$ cat src/rtl/fetch_pkg.sv
// fetch_pkg: shared types and constants for the instruction fetch block.
//   fetch_state_t : fetch sequencer states (REQ, VALID, DRAIN, HALT)
//   PC_INC        : word-address increment applied to the PC
package fetch_pkg;

  typedef enum logic [1:0] {
    REQ   = 2'd0,
    VALID = 2'd1,
    DRAIN = 2'd2,
    HALT  = 2'd3
  } fetch_state_t;

  localparam logic [31:0] PC_INC = 32'd1;

endpackage

$ cat src/rtl/fetch_ctrl_if.sv
// fetch_ctrl_if: bundles the instruction-memory handshake, the decode-side
// buffer outputs and the execute-side redirect for fetch_ctrl.
//   imem_req/imem_addr   fetch -> memory request, word address
//   imem_ack/imem_rdata  memory -> fetch completion and instruction word
//   if_valid/if_inst/if_pc  fetch -> decode buffered instruction
//   if_ready             decode -> fetch consume
//   br_taken/br_target   execute -> fetch redirect
//   halted               fetch stopped on halt encoding
// Modports: master = fetch_ctrl side, slave = environment side.
interface fetch_ctrl_if;

  logic        imem_req;
  logic [31:0] imem_addr;
  logic        imem_ack;
  logic [31:0] imem_rdata;
  logic        if_valid;
  logic [31:0] if_inst;
  logic [31:0] if_pc;
  logic        if_ready;
  logic        br_taken;
  logic [31:0] br_target;
  logic        halted;

  modport master (
    output imem_req, imem_addr, if_valid, if_inst, if_pc, halted,
    input  imem_ack, imem_rdata, if_ready, br_taken, br_target
  );

  modport slave (
    input  imem_req, imem_addr, if_valid, if_inst, if_pc, halted,
    output imem_ack, imem_rdata, if_ready, br_taken, br_target
  );

endinterface

$ cat src/rtl/pc_add4.sv
// pc_add4: PC incrementer. The name is historical; the PC is word-addressed
// so the step is PC_INC (1), wrapping modulo 2^32.
//   pc      in  32  current PC
//   pc_next out 32  pc + PC_INC
module pc_add4
  import fetch_pkg::*;
(
  input  logic [31:0] pc,
  output logic [31:0] pc_next
);

  assign pc_next = pc + PC_INC;

endmodule

$ cat src/rtl/fetch_ctrl.sv
// fetch_ctrl: instruction fetch sequencer. Owns the architectural PC, issues
// word-addressed requests over a req/ack handshake, buffers one instruction
// for decode and applies branch redirects, squashing wrong-path fetches
// (including one already in flight, which is drained and discarded).
// Ports:
//   clk    in  clock, all state on rising edge
//   reset  in  synchronous active-high reset
//   bus    fetch_ctrl_if.master (memory, decode and redirect signals)
// Parameters: RESET_PC (PC after reset), HALT_INST (halt encoding).
// Optional feature: define FETCH_HALT_EN to stop fetch after consuming
// HALT_INST; without it halted is constant 0 and HALT_INST is ordinary.
module fetch_ctrl
  import fetch_pkg::*;
#(
  parameter logic [31:0] RESET_PC  = 32'h0000_0000,
  parameter logic [31:0] HALT_INST = 32'hFFFF_FFFF
) (
  input  logic          clk,
  input  logic          reset,
  fetch_ctrl_if.master  bus
);

`ifdef FETCH_HALT_EN
  localparam bit HALT_EN = 1'b1;
`else
  localparam bit HALT_EN = 1'b0;
`endif

  fetch_state_t state_q, state_d;
  logic [31:0]  pc_q, pc_d;
  logic [31:0]  addr_q, addr_d;
  logic [31:0]  inst_q, inst_d;
  logic [31:0]  ipc_q, ipc_d;
  logic [31:0]  pc_inc;

  pc_add4 u_pc_add4 (
    .pc      (pc_q),
    .pc_next (pc_inc)
  );

  // imem_addr is only reloaded on entry to REQ, so it stays on the old
  // address for the whole of a DRAIN even though pc already moved.
  always_comb begin
    state_d = state_q;
    pc_d    = pc_q;
    addr_d  = addr_q;
    inst_d  = inst_q;
    ipc_d   = ipc_q;
    case (state_q)
      REQ: begin
        if (bus.br_taken) begin
          pc_d = bus.br_target;
          if (bus.imem_ack) addr_d  = bus.br_target;
          else              state_d = DRAIN;
        end else if (bus.imem_ack) begin
          inst_d  = bus.imem_rdata;
          ipc_d   = pc_q;
          pc_d    = pc_inc;
          state_d = VALID;
        end
      end
      VALID: begin
        if (bus.br_taken) begin
          pc_d    = bus.br_target;
          addr_d  = bus.br_target;
          state_d = REQ;
        end else if (bus.if_ready) begin
          if (HALT_EN && (inst_q == HALT_INST)) begin
            state_d = HALT;
          end else begin
            addr_d  = pc_q;
            state_d = REQ;
          end
        end
      end
      DRAIN: begin
        if (bus.br_taken) pc_d = bus.br_target;
        if (bus.imem_ack) begin
          addr_d  = bus.br_taken ? bus.br_target : pc_q;
          state_d = REQ;
        end
      end
`ifdef FETCH_HALT_EN
      HALT: begin
        if (bus.br_taken) begin
          pc_d    = bus.br_target;
          addr_d  = bus.br_target;
          state_d = REQ;
        end
      end
`endif
      default: state_d = REQ;
    endcase
  end

  always_ff @(posedge clk) begin
    if (reset) begin
      state_q <= REQ;
      pc_q    <= RESET_PC;
      addr_q  <= RESET_PC;
      inst_q  <= '0;
      ipc_q   <= '0;
    end else begin
      state_q <= state_d;
      pc_q    <= pc_d;
      addr_q  <= addr_d;
      inst_q  <= inst_d;
      ipc_q   <= ipc_d;
    end
  end

  // Outputs are gated by reset so the interface is quiet while it is held;
  // the first request then appears in the first cycle after release.
  assign bus.imem_req  = ~reset & ((state_q == REQ) | (state_q == DRAIN));
  assign bus.imem_addr = addr_q;
  // A redirect in VALID squashes the buffer in the same cycle.
  assign bus.if_valid  = ~reset & (state_q == VALID) & ~bus.br_taken;
  assign bus.if_inst   = inst_q;
  assign bus.if_pc     = ipc_q;
`ifdef FETCH_HALT_EN
  assign bus.halted    = ~reset & (state_q == HALT);
`else
  assign bus.halted    = 1'b0;
`endif

endmodule

$ cat src/flat_wrapper.sv
// flat-port wrapper written by rule: the top's interface ports become plain ports
module fetch_ctrl_flat import fetch_pkg::*;
#(
  parameter logic [31:0] RESET_PC  = 32'h0000_0000,
  parameter logic [31:0] HALT_INST = 32'hFFFF_FFFF
)
  (clk, reset, bus_imem_req, bus_imem_addr, bus_if_valid, bus_if_inst, bus_if_pc, bus_halted, bus_imem_ack, bus_imem_rdata, bus_if_ready, bus_br_taken, bus_br_target);
  fetch_ctrl_if bus_i ();
  input  logic clk;
  input  logic reset;
  output wire logic [$bits(bus_i.imem_req)-1:0] bus_imem_req;
  output wire logic [$bits(bus_i.imem_addr)-1:0] bus_imem_addr;
  output wire logic [$bits(bus_i.if_valid)-1:0] bus_if_valid;
  output wire logic [$bits(bus_i.if_inst)-1:0] bus_if_inst;
  output wire logic [$bits(bus_i.if_pc)-1:0] bus_if_pc;
  output wire logic [$bits(bus_i.halted)-1:0] bus_halted;
  input wire logic [$bits(bus_i.imem_ack)-1:0] bus_imem_ack;
  input wire logic [$bits(bus_i.imem_rdata)-1:0] bus_imem_rdata;
  input wire logic [$bits(bus_i.if_ready)-1:0] bus_if_ready;
  input wire logic [$bits(bus_i.br_taken)-1:0] bus_br_taken;
  input wire logic [$bits(bus_i.br_target)-1:0] bus_br_target;
  assign bus_imem_req = bus_i.imem_req;
  assign bus_imem_addr = bus_i.imem_addr;
  assign bus_if_valid = bus_i.if_valid;
  assign bus_if_inst = bus_i.if_inst;
  assign bus_if_pc = bus_i.if_pc;
  assign bus_halted = bus_i.halted;
  assign bus_i.imem_ack = bus_imem_ack;
  assign bus_i.imem_rdata = bus_imem_rdata;
  assign bus_i.if_ready = bus_if_ready;
  assign bus_i.br_taken = bus_br_taken;
  assign bus_i.br_target = bus_br_target;
  fetch_ctrl #(.RESET_PC(RESET_PC), .HALT_INST(HALT_INST)) u_core (.clk(clk), .reset(reset), .bus(bus_i));
endmodule
$ cat config.mk
export PLATFORM = sky130hd
export DESIGN_NAME = fetch_ctrl_flat
export DESIGN_NICKNAME = d
export VERILOG_FILES = /design/src/rtl/fetch_pkg.sv /design/src/rtl/fetch_ctrl_if.sv /design/src/rtl/pc_add4.sv /design/src/rtl/fetch_ctrl.sv /design/src/flat_wrapper.sv
export SDC_FILE = /design/constraint.sdc
export NUM_CORES = 1
export LEC_CHECK = 0
export BUFFER_PORTS_ARGS = -buffer_cell sky130_fd_sc_hd__buf_2
export CORE_AREA = 4 4 115 117
export DETAILED_ROUTE_END_ITERATION = 12
export DIE_AREA = 0 0 119 121
export PLACE_DENSITY = 0.79
export RECOVER_POWER = 100
export SETUP_SLACK_MARGIN = 0.05
export SYNTH_ARGS = -nofsm -noshare
export SYNTH_HDL_FRONTEND = slang
export SYNTH_HIERARCHICAL = 1
export SYNTH_SLANG_ARGS = --single-unit
$ cat constraint.sdc
create_clock -name clk -period 2.3 [get_ports clk]
set_input_delay 0.46 -clock clk [delete_from_list [all_inputs] [get_ports clk]]
set_output_delay 0.46 -clock clk [all_outputs]
set_load 0.05 [all_outputs]
== After elaboration in Yosys (flattened, before gate mapping) ==
Index checks and enable logic that the tools add are counted.
Storage, ports and cells
  register bits: 130
  bits in latches: 0
  RAM bits: 0
  ROM bits: 0
  input port bits: 69
  word-level logic and storage cells: 45
  memories kept: 0
Cells by class
  add/sub/neg operators: 1
  multiply operators: 0
  divide/modulo/power cells: 0
  magnitude comparators: 0
  eq/ne operators: 8
  shifts and indexed selects: 0
  mux-type cells: 17
  bitwise logic cells: 6
  reduce and logical (&&, ||, !) cells: 8
Operators with widths (count)
  $mux 32: 8
  $pmux 32 s3: 1
  $pmux 32 s2: 1
  $add 32x1->32 const B: 1
  $mux 2: 6
  $ne 3x3->1 const B: 3
  $ne 2x2->1 const B: 3
  $pmux 2 s3: 1
  $reduce_and 5->1: 1
  $reduce_and 4->1: 1
  $and 1x1->1: 3
  $reduce_and 3->1: 1
  $reduce_bool 3->1: 1
  $eq 2x1->1 const B: 1
  $eq 2x2->1 const B: 1
  $logic_not 2->1: 1
  $not 1->1: 2
  $reduce_and 2->1: 1
  $reduce_bool 2->1: 1
  $reduce_or 2->1: 1
  $or 1x1->1: 1

== Logic depth before layout (Yosys ltp) ==
Gate-level depths: netlist of the first run.
  depth in word-level cells: 4
  depth in mapped cells: 9
  gate-level depth less buffers: 9

== Cells and area by module ==
Netlist of the first run, hierarchy kept.
By module, submodules not included
  fetch_ctrl: instances 1, cells an instance 639, area an instance 5684.2 µm², sequential area each 2602.5 µm²
  pc_add4: instances 1, cells an instance 96, area an instance 684.4 µm², sequential area each 0.0 µm²

== Worst setup path after synthesis of the first run ==
Ideal clock, no wire load.
  kind: input -> output
  start point: input port bus_br_taken
  end point: output port bus_if_valid
  data arrival time: 2.155 ns
  data required time: 1.840 ns
  path slack: -0.315 ns
  stages on the path: 4
  cell sequence: buf_2 -> buf_2 -> buf_1 -> nor3b_1
On the way
  word-level cells in the longest chain between the ends: 2
RTL lines
  start, declared: RTL line flat_wrapper.sv:20  | input wire logic [$bits(bus_i.br_taken)-1:0] bus_br_taken;
  $not 1->1 (no line)
  $and 1x1->1: RTL line fetch_ctrl.sv:117  | assign bus.if_valid = ~reset & (state_q == VALID) & ~bus.br_taken;
  end, declared: RTL line flat_wrapper.sv:13  | output wire logic [$bits(bus_i.if_valid)-1:0] bus_if_valid;
No other way between the ends.

== Final worst setup path of the first run ==
  start point: register u_core.state_q[0]
  end point: output port bus_imem_req
On the way
  word-level cells in the longest chain between the ends: 3
  elaborated cells between the ends (all ways): 4
  those cells by class: eq/ne (1); bitwise (2); reduce/logical (1)
RTL lines
  start, declared: RTL line fetch_ctrl.sv:29  | fetch_state_t state_q, state_d;
  start signal, assigned: RTL line fetch_ctrl.sv:104  | state_q <= state_d;
  $eq 2x2->1 / $logic_not 2->1 (equally long branches): RTL line fetch_ctrl.sv:114  | assign bus.imem_req = ~reset & ((state_q == REQ) | (state_q == DRAIN));
  $or 1x1->1 (*): RTL line fetch_ctrl.sv:114
  $and 1x1->1 (*): RTL line fetch_ctrl.sv:114
  end, declared: RTL line flat_wrapper.sv:11  | output wire logic [$bits(bus_i.imem_req)-1:0] bus_imem_req;
Every way passes the cells marked *; elsewhere a longest branch is shown, timed or not.

==> results of run 1 <==
[state kept, by name, indices dropped and copies added (netlist names)]
signal	cells
u_core/state_q	2
u_core/bus.if_pc	32
u_core/bus.imem_addr	32
u_core/bus.if_inst	32
u_core/pc_q	32
[per-layer routing]
layer  GRT usage [%]  routed length (µm)  vias up
met5               0                   0        -
met4           8.762                 289        0
met3           5.221                 950       20
met2           38.01                7790      171
met1           30.56                7810     2699
li1                -                   -     2862
[cell usage after synthesis]
| master | number | area, µm² |
|---|---|---|
| sky130_fd_sc_hd__nand3_4 | 2 | 35.03 |
| sky130_fd_sc_hd__nand3b_1 | 1 | 7.510 |
| sky130_fd_sc_hd__buf_1 | 9 | 33.78 |
| sky130_fd_sc_hd__nor4_2 | 4 | 50.05 |
| sky130_fd_sc_hd__buf_8 | 3 | 45.04 |
| sky130_fd_sc_hd__o21ba_1 | 1 | 10.01 |
| sky130_fd_sc_hd__a21oi_1 | 131 | 655.6 |
| sky130_fd_sc_hd__inv_1 | 7 | 26.28 |
| sky130_fd_sc_hd__nand3_1 | 10 | 50.05 |
| sky130_fd_sc_hd__nor4_1 | 6 | 37.54 |
| sky130_fd_sc_hd__a21o_1 | 1 | 7.510 |
| sky130_fd_sc_hd__clkbuf_1 | 21 | 78.83 |
| sky130_fd_sc_hd__o41ai_1 | 1 | 8.760 |
| sky130_fd_sc_hd__nand3_2 | 1 | 10.01 |
| sky130_fd_sc_hd__and4_1 | 5 | 43.79 |
| sky130_fd_sc_hd__buf_4 | 5 | 37.54 |
| sky130_fd_sc_hd__a211oi_2 | 30 | 375.4 |
| sky130_fd_sc_hd__nor3_1 | 4 | 20.02 |
| sky130_fd_sc_hd__nand2_1 | 138 | 518.0 |
| sky130_fd_sc_hd__nor3b_1 | 4 | 30.03 |
| sky130_fd_sc_hd__a211oi_1 | 2 | 15.01 |
| sky130_fd_sc_hd__nor2_1 | 42 | 157.7 |
| sky130_fd_sc_hd__xnor2_1 | 11 | 96.34 |
| sky130_fd_sc_hd__or3_1 | 1 | 6.260 |
| sky130_fd_sc_hd__buf_2 | 24 | 120.1 |
| sky130_fd_sc_hd__nand2_2 | 1 | 6.260 |
| sky130_fd_sc_hd__conb_1 | 1 | 3.750 |
| sky130_fd_sc_hd__nand4_1 | 4 | 25.02 |
| sky130_fd_sc_hd__or4_1 | 1 | 7.510 |
| sky130_fd_sc_hd__o2bb2ai_1 | 32 | 280.3 |
| sky130_fd_sc_hd__mux2i_1 | 64 | 640.6 |
| sky130_fd_sc_hd__nor2b_1 | 1 | 6.260 |
| sky130_fd_sc_hd__and2_4 | 1 | 8.760 |
| sky130_fd_sc_hd__nand2b_1 | 3 | 18.77 |
| sky130_fd_sc_hd__and3_1 | 5 | 31.28 |
| sky130_fd_sc_hd__ha_1 | 5 | 62.56 |
| sky130_fd_sc_hd__buf_6 | 2 | 22.52 |
| sky130_fd_sc_hd__dfxtp_1 | 130 | 2603 |
| sky130_fd_sc_hd__o21ai_0 | 2 | 10.01 |
| sky130_fd_sc_hd__xor2_1 | 19 | 166.4 |
[area by class of cell]
class                      instances  share of cell area, %
multi-input combinational        534                  43.65
timing repair buffer             192                  11.87
tap                              172                  2.789
clock inverter                    10                  1.395
clock buffer                      21                  6.227
inverter                           7                 0.3405
sequential                       130                  33.73
[worst max path at each step]
stage | start | end | cells past startpoint
after floorplan | bus_br_taken | bus_if_valid | 4
after detailed placement | u_core/pc_q[18]$_SDFFE_PP0P_ | u_core/pc_q[28]$_SDFFE_PP0P_ | 8
final | u_core/state_q[0]$_SDFFE_PP0P_ | bus_imem_req | 5
after CTS | u_core/pc_q[18]$_SDFFE_PP0P_ | u_core/pc_q[28]$_SDFFE_PP0P_ | 8
after global placement | u_core/pc_q[18]$_SDFFE_PP0P_ | u_core/pc_q[24]$_SDFFE_PP0P_ | 8
after global routing | u_core/pc_q[4]$_SDFFE_PP0P_ | u_core/pc_q[27]$_SDFFE_PP0P_ | 8
[power by group]
part,switching (mW),internal (mW),total (mW)
Sequential,0.140,2.43,2.57
Combinational,1.13,0.472,1.60
Clock,0.977,1.69,2.67
Total,2.24,4.60,6.84
[kinds of logic after synthesis]
family	after synthesis	share of synthesized area (%)
AO/OA/AOI/OAI	200	21.39
XOR/XNOR	30	4.126
other	1	0.05888
flip-flops	130	40.86
buffers and inverters	71	5.717
adder cells (fa/ha/maj)	5	0.9823
AND/OR/NAND/NOR	234	16.80
multiplexers	64	10.06
[per-stage QoR]
| step | cells | hold WS, ps | area [µm²] |
|---|---|---|---|
| after floorplan | 735 | 480.0 | 6374 |
| after global placement | 1035 | 440.4 | 7305 |
| after detailed placement | 1035 | 444.1 | 7305 |
| after CTS | 1066 | 256.9 | 7893 |
| after global routing | 1066 | 266.2 | 7716 |
| final | 1066 | 279.1 | 7716 |
[worst register-to-register path: stages (launching register included)]
cell and delay (ps):
sky130_fd_sc_hd__dfxtp_1 330, sky130_fd_sc_hd__ha_1 230, sky130_fd_sc_hd__and3_1 300, sky130_fd_sc_hd__nand3_2 230, sky130_fd_sc_hd__nor4_1 360, sky130_fd_sc_hd__xor2_1 120, sky130_fd_sc_hd__mux2i_1 170, sky130_fd_sc_hd__nor2_1 50
sky130_fd_sc_hd__a21oi_1 120, sky130_fd_sc_hd__o2bb2ai_1 80
==> impl_metrics.yaml, run 1 <==
worst_setup_path:
  timing.reg2reg.worst_path_depth: 9
  reg2reg_setup_slack_ps: 190
  cp_data_arrival_time_ps: 1670
  worst-setup-path-type: "reg -> out"
  start_kind: "flop"
  cpMostUsedCell: "sky130_fd_sc_hd__nor2_1"
  cp_max_fo: 6
  slowest_delay_ps: 380
  cp_num_buf_inv: 2
  timing.critical_path.required_ps: 1840
  worst_r2r_endpoint: "u_core/pc_q[28]$_SDFFE_PP0P_"
  worst_path_dominant_cell_family: "flip-flops"
  slowest_stage: "sky130_fd_sc_hd__dfxtp_1"
  reg2reg_from: "u_core/pc_q[0]$_SDFFE_PP0P_"
  crit_path_cell_chain: "inv_1 > ha_1 > nor2_1 > nor2_1 > clkbuf_2"
  timing.critical_path.to_type: "primary output"
drt:
  drt_pre_antenna_iters: 5
  detail_route.iter0.violations: 281
  postRouteAntennaNets: 0
  detail_route.wirelength_mm: 16.84
  drc_errors: 0
  ratio_of_routed_vias_to_standard_cells: 5.396
  route.detailed.wl_per_inst_um: 15.80
  route.vias.total: 5752
placement:
  dpl_wire_length_mm: 11.19
  placement.setup.worst_slack_ps: 161.6
  place.gp.congestion: 0.8324
  port_buffers: 166
clock_network:
  clock_tree.buffer_depth: 2
  cts_num_sinks: 130
  cts_made_buffers: 17
  post_cts_resized: 0
  tritoncts_clock_tree: "built"
  holdBufCountCts: 0
  post-cts-setup-buffers: 0
  clk_pin_slew_worst_paths_ps: 50
  clock_tree.htree_level_count: 4
  cts-root-buf: "sky130_fd_sc_hd__clkbuf_16"
  insertion_delay_ps: 420
yosys:
  avgSynthCellArea_um2: 8.665
  synth_seq_cells: 130
  ys.warnings.count: 6
  post_synth_instance_area_um2: 6369
  synthesis.nets: 809
  syn_inst: 735
  sequential_to_total_area_share_from_yosys_stat_pct: 40.86
  synth_cell_type_count: 40
min_path:
  worst_hold_path.endpoint: "u_core/bus.if_inst[18]$_SDFFE_PP0P_"
  worstHoldPathType: "in -> reg"
  worstHoldStart: "bus_imem_rdata[18]"
  hold-path-cell-count: 3
floorplanning:
  start_util_pct: 51.51
  core_region_area_um2: 12360
  rows: 41
  chipHeight_um: 121
  dieWidth_um: 119
  top_level_ports: 168
  floorplan.die_area_um2: 14400
sta:
  post-route-worst-setup-slack_ps: 169.3
  clock-skew-final_ps: 6.793
  setup_viol: 0
  finalCritPeriodShare_pct: 92.64
  fmax_mhz: 469.3
  finalWorstPathRequiredPeriod_ps: 2131
  max_transition_margin_pct: 50.56
  report.final.slew_viol_count: 0
  rsz_0062_raised_after_global_routing: "no"
  fin_tns_setup_ps: 0
  finalHoldViolations: 0
  worst_pin_slew_ps: 741.6
layout:
  final.fill_count: 1124
  final_core_utilization_pct: 62.41
  multi_input_comb_area_um2: 3368
  most_frequent_cells_in_the_layout: "sky130_fd_sc_hd__nand2_1, sky130_fd_sc_hd__a21oi_1, sky130_fd_sc_hd__dfxtp_1, sky130_fd_sc_hd__clkbuf_1, sky130_fd_sc_hd__buf_2"
  final_layout_size_suffix_gt1_share_pct: 18.01
  layout.nets: 956
  layout_overhead_on_the_synthesized_area_pct: 21.16
  n_antenna_cell: 0
  final_common_cell: "sky130_fd_sc_hd__nand2_1"
  sequential_cell_area_um2: 2603
power:
  fin_total_pwr_mw: 6.842
  power.density_cell_area_nw_per_um2: 886.7
  ir_worst_vdd_mv: 0.6130
  leakage_nw: 3.040
global_routing:
  number_of_global_route_vias_before_repair: 5433
  grt_antenna_before_repair: 0
  global_route.usage.total_pct: 23.43
  global_route_wire_length_before_repair_mm: 27.27
  grt_start_max_net_pins: 46
  globalRoute.totalOverflow: 0
job:
  drv_cap: 0
status:
  outcome: "finished clean"
Note: power is estimated with default switching activity, not from simulation.
==> inputs of run 2 (changes only) <==
--- a/config.mk
+++ b/config.mk
@@ -6,13 +6,12 @@
 export NUM_CORES = 1
 export LEC_CHECK = 0
 export BUFFER_PORTS_ARGS = -buffer_cell sky130_fd_sc_hd__buf_2
-export CORE_AREA = 4 4 115 117
+export CORE_AREA = 4 4 116 118
 export DETAILED_ROUTE_END_ITERATION = 12
-export DIE_AREA = 0 0 119 121
+export DIE_AREA = 0 0 120 122
 export PLACE_DENSITY = 0.79
 export RECOVER_POWER = 100
 export SETUP_SLACK_MARGIN = 0.05
 export SYNTH_ARGS = -nofsm -noshare
 export SYNTH_HDL_FRONTEND = slang
-export SYNTH_HIERARCHICAL = 1
 export SYNTH_SLANG_ARGS = --single-unit
==> impl_metrics.yaml, run 2 <==
clock_network:
  tritoncts_clock_tree: "built"
  cts-root-buf: "sky130_fd_sc_hd__clkbuf_16"
  post-cts-setup-buffers: 0
  insertion_delay_ps: 430
  clock_tree.buffer_depth: 2
  clk_pin_slew_worst_paths_ps: 60
  cts_made_buffers: 17
  clock_tree.htree_level_count: 4
  cts_num_sinks: 130
yosys:
  avgSynthCellArea_um2: 8.237
  async_reset_ff_share_pct: 0
  synthesis.nets: 858
  syn_inst: 785
  synthDominantCellAreaShare_pct: 40.25
  sequential_to_total_area_share_from_yosys_stat_pct: 40.25
  synth_seq_cells: 130
  yosysTopAreaCell: "sky130_fd_sc_hd__dfxtp_1"
  synthTopCellsByCount: "sky130_fd_sc_hd__nand2_1, sky130_fd_sc_hd__dfxtp_1, sky130_fd_sc_hd__a21oi_1, sky130_fd_sc_hd__a211oi_1, sky130_fd_sc_hd__mux2i_1"
  top_ff_cell_synth: "sky130_fd_sc_hd__dfxtp_1"
  post_synth_instance_area_um2: 6466
  synth_cell_type_count: 80
  ys.warnings.count: 0
  synth_edf_count: 0
  synthMostInstantiatedCell: "sky130_fd_sc_hd__nand2_1"
  netlist_top_cells_area: "sky130_fd_sc_hd__dfxtp_1, sky130_fd_sc_hd__a21oi_1, sky130_fd_sc_hd__nand2_1"
global_routing:
  global_route_wire_length_before_repair_mm: 31.88
  global_route.usage.total_pct: 27.13
  number_of_global_route_vias_before_repair: 6042
  globalRoute.totalOverflow: 0
  grt_antenna_before_repair: 0
  grt_start_max_net_pins: 125
worst_setup_path:
  worst-setup-path-type: "reg -> reg"
  start_kind: "flop"
  timing.critical_path.required_ps: 2600
  timing.reg2reg.worst_path_depth: 4
  reg2reg_from: "u_core.pc_q[14]$_SDFFE_PP0P_"
  reg2reg_setup_slack_ps: 180
  timing.critical_path.to_type: "flop"
  cp_max_fo: 9
  cp_data_arrival_time_ps: 2420
  worst_r2r_endpoint: "u_core.pc_q[22]$_SDFFE_PP0P_"
sta:
  finalHoldViolations: 0
  finalWorstPathRequiredPeriod_ps: 2118
  rsz_0062_raised_after_global_routing: "no"
  fmax_mhz: 472.1
  worst_pin_slew_ps: 718.6
  fin_tns_setup_ps: 0
  report.final.slew_viol_count: 0
  clock-skew-final_ps: 7.112
  setup_viol: 0
  max_transition_margin_pct: 52.09
  finalCritPeriodShare_pct: 92.10
power:
  power.density_cell_area_nw_per_um2: 852.3
  leakage_nw: 3.109
  ir_worst_vdd_mv: 0.6417
floorplanning:
  dieWidth_um: 120
  top_level_ports: 168
  rows: 41
  core_region_area_um2: 12470
  start_util_pct: 51.87
  chipHeight_um: 122
  floorplan.die_area_um2: 14640
drt:
  route.vias.total: 6653
  drc_errors: 0
  ratio_of_routed_vias_to_standard_cells: 5.903
  postRouteAntennaNets: 0
  detail_route.wirelength.met1_mm: 8.859
  drt_pre_antenna_iters: 5
  route.detailed.wl_per_inst_um: 17.99
  detail_route.iter0.violations: 702
  detailroute.wirelength.met3_mm: 2.044
  dr_wl_met2_mm: 8.776
  topRoutingLayerUsed: "met4"
  detail_route.wirelength_mm: 20.27
layout:
  n_antenna_cell: 0
  layout.nets: 1015
  final_layout_size_suffix_gt1_share_pct: 18.43
  post-route-cell-area_um2: 8029
  final_common_cell: "sky130_fd_sc_hd__nand2_1"
  layout_overhead_on_the_synthesized_area_pct: 24.17
  most_frequent_cells_in_the_layout: "sky130_fd_sc_hd__nand2_1, sky130_fd_sc_hd__dfxtp_1, sky130_fd_sc_hd__a21oi_1, sky130_fd_sc_hd__clkbuf_1, sky130_fd_sc_hd__buf_2"
placement:
  dpl_wire_length_mm: 14.01
  place.gp.congestion: 0.9360
  port_buffers: 166
  dpl_cell_area_um2: 7541
min_path:
  hold-path-cell-count: 3
  worst_hold_path.endpoint: "u_core.bus.if_inst[20]$_SDFFE_PP0P_"
  worstHoldStart: "bus_imem_rdata[20]"
  worstHoldPathType: "in -> reg"
status:
  outcome: "finished clean"
job:
  drv_cap: 0
## run 2: cell count changes in the layout (fill, tap and decap cells not counted), sizes merged, moves of 10 or more
cell     previous run  this run
a21oi             131       114
a31oi               0        10
buf                91       109
mux2i              64        33
nand2             139       152
nand4               4        14
nor2               42        23
nor3                4        19
o21ai               2        19
o2bb2ai            32         0
xnor2              11         0
xor2               19         0
## run 2: worst max-delay path: stages, from the launching register on
cell                        delay [ps]
sky130_fd_sc_hd__dfxtp_1           560
sky130_fd_sc_hd__nand4_1           300
sky130_fd_sc_hd__nor4_2            690
sky130_fd_sc_hd__a2111oi_0         220
sky130_fd_sc_hd__nand4b_1          230
## run 2: timing repair
action,in CTS,in global routing
setup endpoints to repair,0,17
hold buffers,0,0
resized for setup,0,4
## run 2: metal layers
layer / vias up / track usage (%)
met3: 59 / 6.871
met4: 0 / 11.52
met5: - / 0
li1: 3176 / -
met2: 355 / 38.78
met1: 3063 / 38.73
## run 2: worst max path at each step
stage / startpoint / endpoint / slack (ps)
after floorplan: reset / bus_imem_req / 140
after global placement: u_core.state_q[0]$_SDFFE_PP0P_ / u_core.pc_q[17]$_SDFFE_PP0P_ / 240
after detailed placement: u_core.state_q[0]$_SDFFE_PP0P_ / u_core.pc_q[17]$_SDFFE_PP0P_ / 120
after CTS: u_core.state_q[0]$_SDFFE_PP0P_ / bus_imem_req / 100
after global routing: u_core.state_q[0]$_SDFFE_PP0P_ / u_core.bus.imem_addr[21]$_SDFFE_PP0P_ / 30
final: u_core.pc_q[14]$_SDFFE_PP0P_ / u_core.pc_q[22]$_SDFFE_PP0P_ / 180
## run 2: layout make-up
| cell class | count | area, µm² |
|---|---|---|
| clock inverters | 9 | 150.1 |
| clock buffers | 23 | 498.0 |
| repair buffers | 212 | 1084 |
| inverters | 13 | 48.80 |
| fillers | 1122 | 4437 |
| well taps | 172 | 215.2 |
| multi-input cells | 568 | 3431 |
| flip-flops and latches | 130 | 2603 |
## run 2: power by group
group | internal (mW) | switching (mW) | total, mW | leakage, nW
Combinational | 0.400 | 0.947 | 1.35 | 1.73
Sequential | 2.41 | 0.139 | 2.55 | 1.06
Clock | 1.95 | 0.997 | 2.95 | 0.315
## run 2: logic make-up after synthesis
kind of cell / count (synthesis) / synth area share [%]
AOI/OAI and AO/OA: 245 / 24.63
and+or+nand+nor: 281 / 21.75
adders and majority gates: 4 / 0.7740
muxes: 37 / 5.805
other: 1 / 0.05799
buffers and inverters: 87 / 6.734
DFF: 130 / 40.25
## run 2: through the flow
stage                     cells  utilization, %  total power [mW]  hold WS (ps)  worst slack [ps]
after global routing       1127           64.41             7.085         274.8             30.17
after floorplan             785               -             3.532         465.4             143.8
after CTS                  1127           65.69             6.886         260.9             100.4
after global placement     1095           60.49             3.935         438.8             235.7
final                      1127           64.41             6.843         267.6             181.7
after detailed placement   1095           60.49             3.954         443.1             119.7
